==> src/rtl/mem_bridge.sv <==
// Bridge between the multicycle control FSM and a shared instruction/data memory (req/gnt/rvalid).
// Define MEM_BRIDGE_PERF_EN to add the fetch/load/store/stall performance counter ports.
module mem_bridge #(
   parameter int ADDR_W  = 32,
   parameter int DATA_W  = 32,
   parameter int TIMEOUT = 255
) (
   input  logic              clk,
   input  logic              reset,
   input  logic              IRWrite,
   input  logic              MemWrite,
   input  logic              AddrSrc,
   input  logic [ADDR_W-1:0] pc,
   input  logic [ADDR_W-1:0] alu_out,
   input  logic [DATA_W-1:0] wdata,
   output logic [DATA_W-1:0] instr,
   output logic [ADDR_W-1:0] old_pc,
   output logic [DATA_W-1:0] data,
   output logic              stall,
   output logic              bus_err,
   output logic              bus_req,
   output logic              bus_we,
   output logic [ADDR_W-1:0] bus_addr,
   output logic [DATA_W-1:0] bus_wdata,
   input  logic              bus_gnt,
   input  logic              bus_rvalid,
`ifdef MEM_BRIDGE_PERF_EN
   input  logic [DATA_W-1:0] bus_rdata,
   output logic [31:0]       perf_fetches,
   output logic [31:0]       perf_loads,
   output logic [31:0]       perf_stores,
   output logic [31:0]       perf_stall_cycles
`else
   input  logic [DATA_W-1:0] bus_rdata
`endif
);

   typedef enum logic [2:0] {
      S_IDLE,
      S_REQ,
      S_WAIT,
      S_DONE,
      S_ERR
   } state_t;

   typedef enum logic [1:0] {
      K_NONE,
      K_FETCH,
      K_LOAD,
      K_STORE
   } kind_t;

   localparam logic [DATA_W-1:0] NOP_INSTR   = DATA_W'(32'h0000_0013);
   localparam logic [7:0]        TIMEOUT_CNT = 8'(TIMEOUT);

   state_t              state_q, state_d;
   kind_t               kind_q, kind_d;
   kind_t               req_kind;
   logic [ADDR_W-1:0]   addr_q, addr_d;
   logic                we_q, we_d;
   logic [DATA_W-1:0]   wdata_q, wdata_d;
   logic [ADDR_W-1:0]   pc_q, pc_d;
   logic [DATA_W-1:0]   instr_q, instr_d;
   logic [ADDR_W-1:0]   old_pc_q, old_pc_d;
   logic [DATA_W-1:0]   data_q, data_d;
   logic [7:0]          cnt_q, cnt_d;
   logic                complete;

   // Store wins over fetch, fetch over load, whatever AddrSrc says.
   always_comb begin
      req_kind = K_NONE;
      if (MemWrite) begin
         req_kind = K_STORE;
      end else if (IRWrite) begin
         req_kind = K_FETCH;
      end else if (AddrSrc) begin
         req_kind = K_LOAD;
      end
   end

   always_comb begin
      state_d  = state_q;
      kind_d   = kind_q;
      addr_d   = addr_q;
      we_d     = we_q;
      wdata_d  = wdata_q;
      pc_d     = pc_q;
      cnt_d    = cnt_q;
      complete = 1'b0;

      case (state_q)
         S_IDLE: begin
            if (req_kind != K_NONE) begin
               kind_d  = req_kind;
               addr_d  = (req_kind == K_FETCH) ? pc : alu_out;
               we_d    = (req_kind == K_STORE);
               wdata_d = wdata;
               pc_d    = pc;
               cnt_d   = 8'd0;
               state_d = S_REQ;
            end
         end
         S_REQ: begin
            cnt_d = cnt_q + 8'd1;
            if (bus_gnt) begin
               if (kind_q == K_STORE) begin
                  state_d = S_DONE;
               end else if (bus_rvalid) begin
                  complete = 1'b1;
                  state_d  = S_DONE;
               end else begin
                  state_d = S_WAIT;
               end
            end
         end
         S_WAIT: begin
            cnt_d = cnt_q + 8'd1;
            if (bus_rvalid) begin
               complete = 1'b1;
               state_d  = S_DONE;
            end
         end
         S_DONE:  state_d = S_IDLE;
         S_ERR:   state_d = S_ERR;
         default: state_d = S_IDLE;
      endcase

      // A completion in the final allowed cycle still counts as a success.
      if ((state_q == S_REQ || state_q == S_WAIT) && state_d != S_DONE && cnt_d == TIMEOUT_CNT) begin
         state_d = S_ERR;
      end
   end

   always_comb begin
      instr_d  = instr_q;
      old_pc_d = old_pc_q;
      data_d   = data_q;
      if (complete) begin
         if (kind_q == K_FETCH) begin
            instr_d  = bus_rdata;
            old_pc_d = pc_q;
         end else if (kind_q == K_LOAD) begin
            data_d = bus_rdata;
         end
      end
   end

   always_ff @(posedge clk or posedge reset) begin
      if (reset) begin
         state_q  <= S_IDLE;
         kind_q   <= K_NONE;
         addr_q   <= '0;
         we_q     <= 1'b0;
         wdata_q  <= '0;
         pc_q     <= '0;
         instr_q  <= NOP_INSTR;
         old_pc_q <= '0;
         data_q   <= '0;
         cnt_q    <= 8'd0;
      end else begin
         state_q  <= state_d;
         kind_q   <= kind_d;
         addr_q   <= addr_d;
         we_q     <= we_d;
         wdata_q  <= wdata_d;
         pc_q     <= pc_d;
         instr_q  <= instr_d;
         old_pc_q <= old_pc_d;
         data_q   <= data_d;
         cnt_q    <= cnt_d;
      end
   end

   // An in-flight access always stalls; only the idle state looks at the live request.
   always_comb begin
      case (state_q)
         S_IDLE:  stall = (req_kind != K_NONE);
         S_DONE:  stall = 1'b0;
         default: stall = 1'b1;
      endcase
   end

   assign bus_req   = (state_q == S_REQ);
   assign bus_err   = (state_q == S_ERR);
   assign bus_we    = we_q;
   assign bus_addr  = addr_q;
   assign bus_wdata = wdata_q;
   assign instr     = instr_q;
   assign old_pc    = old_pc_q;
   assign data      = data_q;

`ifdef MEM_BRIDGE_PERF_EN
   logic [31:0] perf_fetch_q, perf_fetch_d;
   logic [31:0] perf_load_q, perf_load_d;
   logic [31:0] perf_store_q, perf_store_d;
   logic [31:0] perf_stall_q, perf_stall_d;

   always_comb begin
      perf_fetch_d = perf_fetch_q;
      perf_load_d  = perf_load_q;
      perf_store_d = perf_store_q;
      perf_stall_d = perf_stall_q;
      if (state_d == S_DONE && state_q != S_DONE) begin
         case (kind_q)
            K_FETCH: perf_fetch_d = perf_fetch_q + 32'd1;
            K_LOAD:  perf_load_d  = perf_load_q + 32'd1;
            K_STORE: perf_store_d = perf_store_q + 32'd1;
            default: ;
         endcase
      end
      if (stall) begin
         perf_stall_d = perf_stall_q + 32'd1;
      end
   end

   always_ff @(posedge clk or posedge reset) begin
      if (reset) begin
         perf_fetch_q <= 32'd0;
         perf_load_q  <= 32'd0;
         perf_store_q <= 32'd0;
         perf_stall_q <= 32'd0;
      end else begin
         perf_fetch_q <= perf_fetch_d;
         perf_load_q  <= perf_load_d;
         perf_store_q <= perf_store_d;
         perf_stall_q <= perf_stall_d;
      end
   end

   assign perf_fetches      = perf_fetch_q;
   assign perf_loads        = perf_load_q;
   assign perf_stores       = perf_store_q;
   assign perf_stall_cycles = perf_stall_q;
`endif

endmodule

==> config.mk <==
export PLATFORM = sky130hd
export DESIGN_NAME = mem_bridge
export DESIGN_NICKNAME = d
export VERILOG_FILES = /design/src/rtl/mem_bridge.sv
export SDC_FILE = /design/constraint.sdc
export NUM_CORES = 1
export LEC_CHECK = 0
export BUFFER_PORTS_ARGS = -buffer_cell sky130_fd_sc_hd__buf_2
export CORE_AREA = 3 3 146 119
export CTS_CLUSTER_DIAMETER = 200
export DETAILED_ROUTE_END_ITERATION = 16
export DIE_AREA = 0 0 149 122
export PLACE_DENSITY_LB_ADDON = 0.25
export SYNTH_ARGS = -nofsm -noshare
export SYNTH_HDL_FRONTEND = slang
export SYNTH_SLANG_ARGS = --single-unit
==> constraint.sdc <==
create_clock -name clk -period 11.2 [get_ports clk]
set_clock_uncertainty 0.15 [all_clocks]
set_input_delay 2.24 -clock clk [delete_from_list [all_inputs] [get_ports clk]]
set_output_delay 2.24 -clock clk [all_outputs]
set_load 0.01 [all_outputs]
Word-level counts from Yosys, hierarchy flattened
Cells that the tools add are included.
{"block": "totals", "regBits": 206, "input_bits": 135, "output_inout_bits": 164}
{"block": "classes", "n_addsub": 1, "eq_ne": 11, "n_mux": 18, "n_bitwise": 1, "reduce_logical": 9}
{"op": "32-bit two-way mux", "count": 1}
{"op": "8-bit one-hot mux with 2 select lines", "count": 1}
{"op": "3-bit two-way mux", "count": 4}
{"op": "3-bit one-hot mux with 4 select lines", "count": 1}
{"op": "8-bit by 1-bit adder with 8-bit output, second input constant", "count": 1}
{"op": "8-bit == test, second input constant", "count": 1}
{"op": "8-bit two-way mux", "count": 1}
{"op": "2-bit == test, second input constant", "count": 3}
{"op": "3-bit by 2-bit == test with 1-bit output, second input constant", "count": 2}
{"op": "2-bit two-way mux", "count": 3}
{"op": "1-bit two-way mux", "count": 5}
{"op": "2-bit by 1-bit == test with 1-bit output, second input constant", "count": 2}
{"op": "1-bit one-hot mux with 2 select lines", "count": 2}
{"op": "2-bit AND reduction", "count": 2}
{"op": "3-bit by 1-bit == test with 1-bit output, second input constant", "count": 1}
{"op": "3-bit == test, second input constant", "count": 1}
{"op": "3-bit zero test", "count": 1}
{"op": "3-bit by 2-bit != test with 1-bit output, second input constant", "count": 1}
{"op": "3-bit AND reduction", "count": 1}
{"op": "1-bit logical AND", "count": 2}
{"op": "2-bit nonzero test", "count": 1}
{"op": "2-bit OR reduction", "count": 1}
{"op": "1-bit logical OR", "count": 1}
{"op": "1-bit inverter", "count": 1}

Logic depth before layout (Yosys ltp)
{"block": "logic_depth", "ltp_word": 10, "ltp_mapped": 8, "ltp_nobuf": 6}

Least setup slack after synthesis
OpenSTA, ideal clock, no wires.
{"block": "synth_timing", "path_type": "input to output", "from": "in MemWrite", "to": "out stall", "arrival_ns": 2.893, "path_slack_ns": 5.917, "path_stages": 3, "cell_sequence": "nor3_1 -> a21oi_1 -> or2_2"}
{"block": "synth_via", "elab_chain_cells": 3}
{"item": "from (decl)", "line_no": "11", "text": "input logic MemWrite,"}
{"item": "2-bit two-way mux", "line_no": "72", "text": "if (MemWrite) begin"}
{"item": "2-bit nonzero test", "line_no": "177", "text": "S_IDLE: stall = (req_kind != K_NONE);"}
{"item": "1-bit one-hot mux with 2 select lines", "line_no": "176", "text": "case (state_q)"}
{"item": "to (decl)", "line_no": "19", "text": "output logic stall,"}
Every way passes these cells.

Worst setup path in the final report
Same ends and word-level chain as after synthesis.

==> run metrics <==
outcome finished, final reports clean; area of the multi-input gates 0.00316 mm²; drt first pass iters 6; YS warnings 0; routed vias roughly 5700; Iter 0 DRT Violations between 300 and 400; Synth top area share between 50% and 60%; per-cell routed wire length roughly 18 µm; CTS Root Buffer Type clkbuf_16; Final Instance Area between 0.01 and 0.015 mm²; R2R Path Start state_q[2]; port bufs between 200 and 300; Starting Density 54.1%; RSZ-0062 raised after global routing no; clk buf depth 3; Critical path origin MemWrite; post_cts resized 0; Worst Hold Class register to register; total CTS buffers 21; top-count cell post-synth dfrtp_1; Tcrit/Tclk final between 50% and 60%; syn avg cell area roughly 15 µm²; number of distinct library cells after synthesis 44; total core area ~0.016 mm²; Area growth, synth to finish 25.7%; Worst VDD drop 0.000210 V; Syn Inst Count between 500 and 600; Seq cells post-synth 206; post-synthesis async set-or-reset flop share 100%; Reg clk slew, reported paths about 0.060 ns; largest net degree at the start of global routing roughly 120; Antenna Violating Nets Remaining 0; CP max FO 5; Post-synth EDFFs 0; gr ovfl total 0; detailed placer's ending HPWL around 14000 µm; later-pin clock latency in the skew report around 0.48 ns; leading cell types by count after synthesis 203 x dfrtp_1, 98 x mux2_2, 60 x mux2_4; fin. max-slew vios 0; critical path arrival about 3.3 ns; Nets about 1000; routability cong. between 0.8 and 0.9; Worst Setup End Kind output port; H-tree level count 1; Hold Path Origin data[28]; Cell Rows a little over 40; worst slew margin relative to its limit a little over a quarter; DIE AREA 0.0182 mm²; Mapped Area around 0.0086 mm²; Final Hold Viols 0; Setup violations, final 0; Leakage Power about 5.4 nW; Chip Width 149 µm; CP Class primary input to output port; number of global-route vias before repair between 5000 and 6000; Min Clock Period, post-route roughly 5.7 ns; Via density 5.16; Yosys top cell by area dfrtp_1; n_diodes 0; syn nets roughly 720; # hold bufs at CTS 0; routed wire length between 15000 and 20000 µm; Die Span Y ~120 µm; Primary FF master, synth dfrtp_1; PD cells around 300 mW/mm²; io pins ~300; Worst-Margin Slew between 1 and 1.5 ns; startpoint types primary input; TritonCTS clock tree done; initial antenna violation count 1; register area 0.00516 mm²; share of layout cells above drive strength 1 between 50% and 60%; setup bufs post-CTS 0; clk sink count roughly 210; first-pass GRT wire length roughly 31000 µm; fillers roughly 1100; Seq/Total Area, Yosys between 50% and 60%; Total GRT Usage between 20% and 30%; FF-to-FF setup slack slightly below 8 ns; final setup TNS 0 ns; Max Cap Violations 0; synth top area cells dfrtp_1 59%, mux2_2 13%, mux2_4 10%; DRC viols 0; Cell Area, Placed approximately 0.010 mm²; Peak Freq roughly 0.17 GHz; Critical Path RT approximately 9 ns
[final cells by class]
type | instances | share of cell area (%)
Tap cell | 215 | 2.49
Clock buffer | 31 | 5.57
Inverter | 6 | 0.277
Timing Repair Buffer | 304 | 14.2
Sequential cell | 206 | 47.7
Multi-Input combinational cell | 337 | 29.2
Clock inverter | 4 | 0.647
[placed cells by master (no fill, tap or decap), types with 2 or more instances in the layout]
cell,netlist,layout
dfrtp_1,203,203
clkbuf_16,0,21
nor2_1,41,41
nand3_1,3,3
nand4_1,2,2
nor3b_4,1,2
dfstp_2,3,3
clkbuf_8,0,4
mux2_4,60,60
buf_4,8,6
mux2i_1,33,33
a21oi_1,43,43
buf_2,9,298
o21ai_0,7,7
nand2_2,2,2
clkinv_2,0,2
mux2_2,98,98
nand2b_4,2,2
mux2_1,2,2
clkbuf_1,5,6
a31oi_1,4,4
and3_1,3,3
inv_1,6,5
or4_1,2,2
nor3_1,3,3
bufinv_16,0,2
nand2_1,11,11
[critical path: stages]
cell and delay, ns:
buf_2 0.12, nor3_1 0.44, a21oi_1 0.12, or2_2 0.28, buf_2 0.14
[kinds of logic after synthesis]
| logic type | count (synthesis) | synth area share [%] |
|---|---|---|
| buf+inv | 38 | 3.62 |
| flops | 206 | 59.9 |
| mux | 193 | 27.4 |
| compound gates | 64 | 4.27 |
| fa+ha+maj | 1 | 0.145 |
| simple gates | 79 | 4.68 |
[metrics by stage]
step           setup WS (ns)  cells  power (W)  util (%)  hold WS [ns]
2_1_floorplan           3.19    581    0.00213         -         0.301
3_3_place_gp            5.49   1068    0.00252      63.8         0.315
3_5_place_dp            5.46   1068    0.00259      63.8         0.328
4_1_cts                 5.45   1103    0.00329      68.1         0.339
5_1_grt                 5.42   1103    0.00345      68.1         0.355
6_report                5.47   1103    0.00325      68.1         0.339
[power by group]
part           total (W)  internal, W  leakage (nW)  switching [W]
Clock           0.000682     0.000416         0.331       0.000266
Sequential       0.00133      0.00111          2.44       0.000211
Combinational    0.00124     0.000656          2.62       0.000585
[flip-flops by register name (all words and copies together), names as in the netlist]
name       count
bus_addr      32
bus_wdata     32
data          32
instr         32
old_pc        32
pc_q          32
cnt_q          8
state_q        3
kind_q         2
bus_we         1
[final timing paths]
kind	to	cells after the start
max in group asynchronous	bus_addr[8]	3
setup reg to reg	pc_q[3]	5
hold / removal	data[28]	1
setup / recovery	stall	5
hold reg to reg	data[28]	1
min in group asynchronous	bus_addr[11]	2
[layer usage]
layer | track usage (%) | part of all wire [%] | vias to the layer above
met4 | 4.75 | 2.0 | 2
met1 | 28.1 | 42 | 2827
li1 | - | - | 2638
met2 | 35.2 | 49 | 201
met3 | 4.69 | 6.7 | 27
met5 | 0 | 0.046 | -
Note: power is estimated with default switching activity, not from simulation.
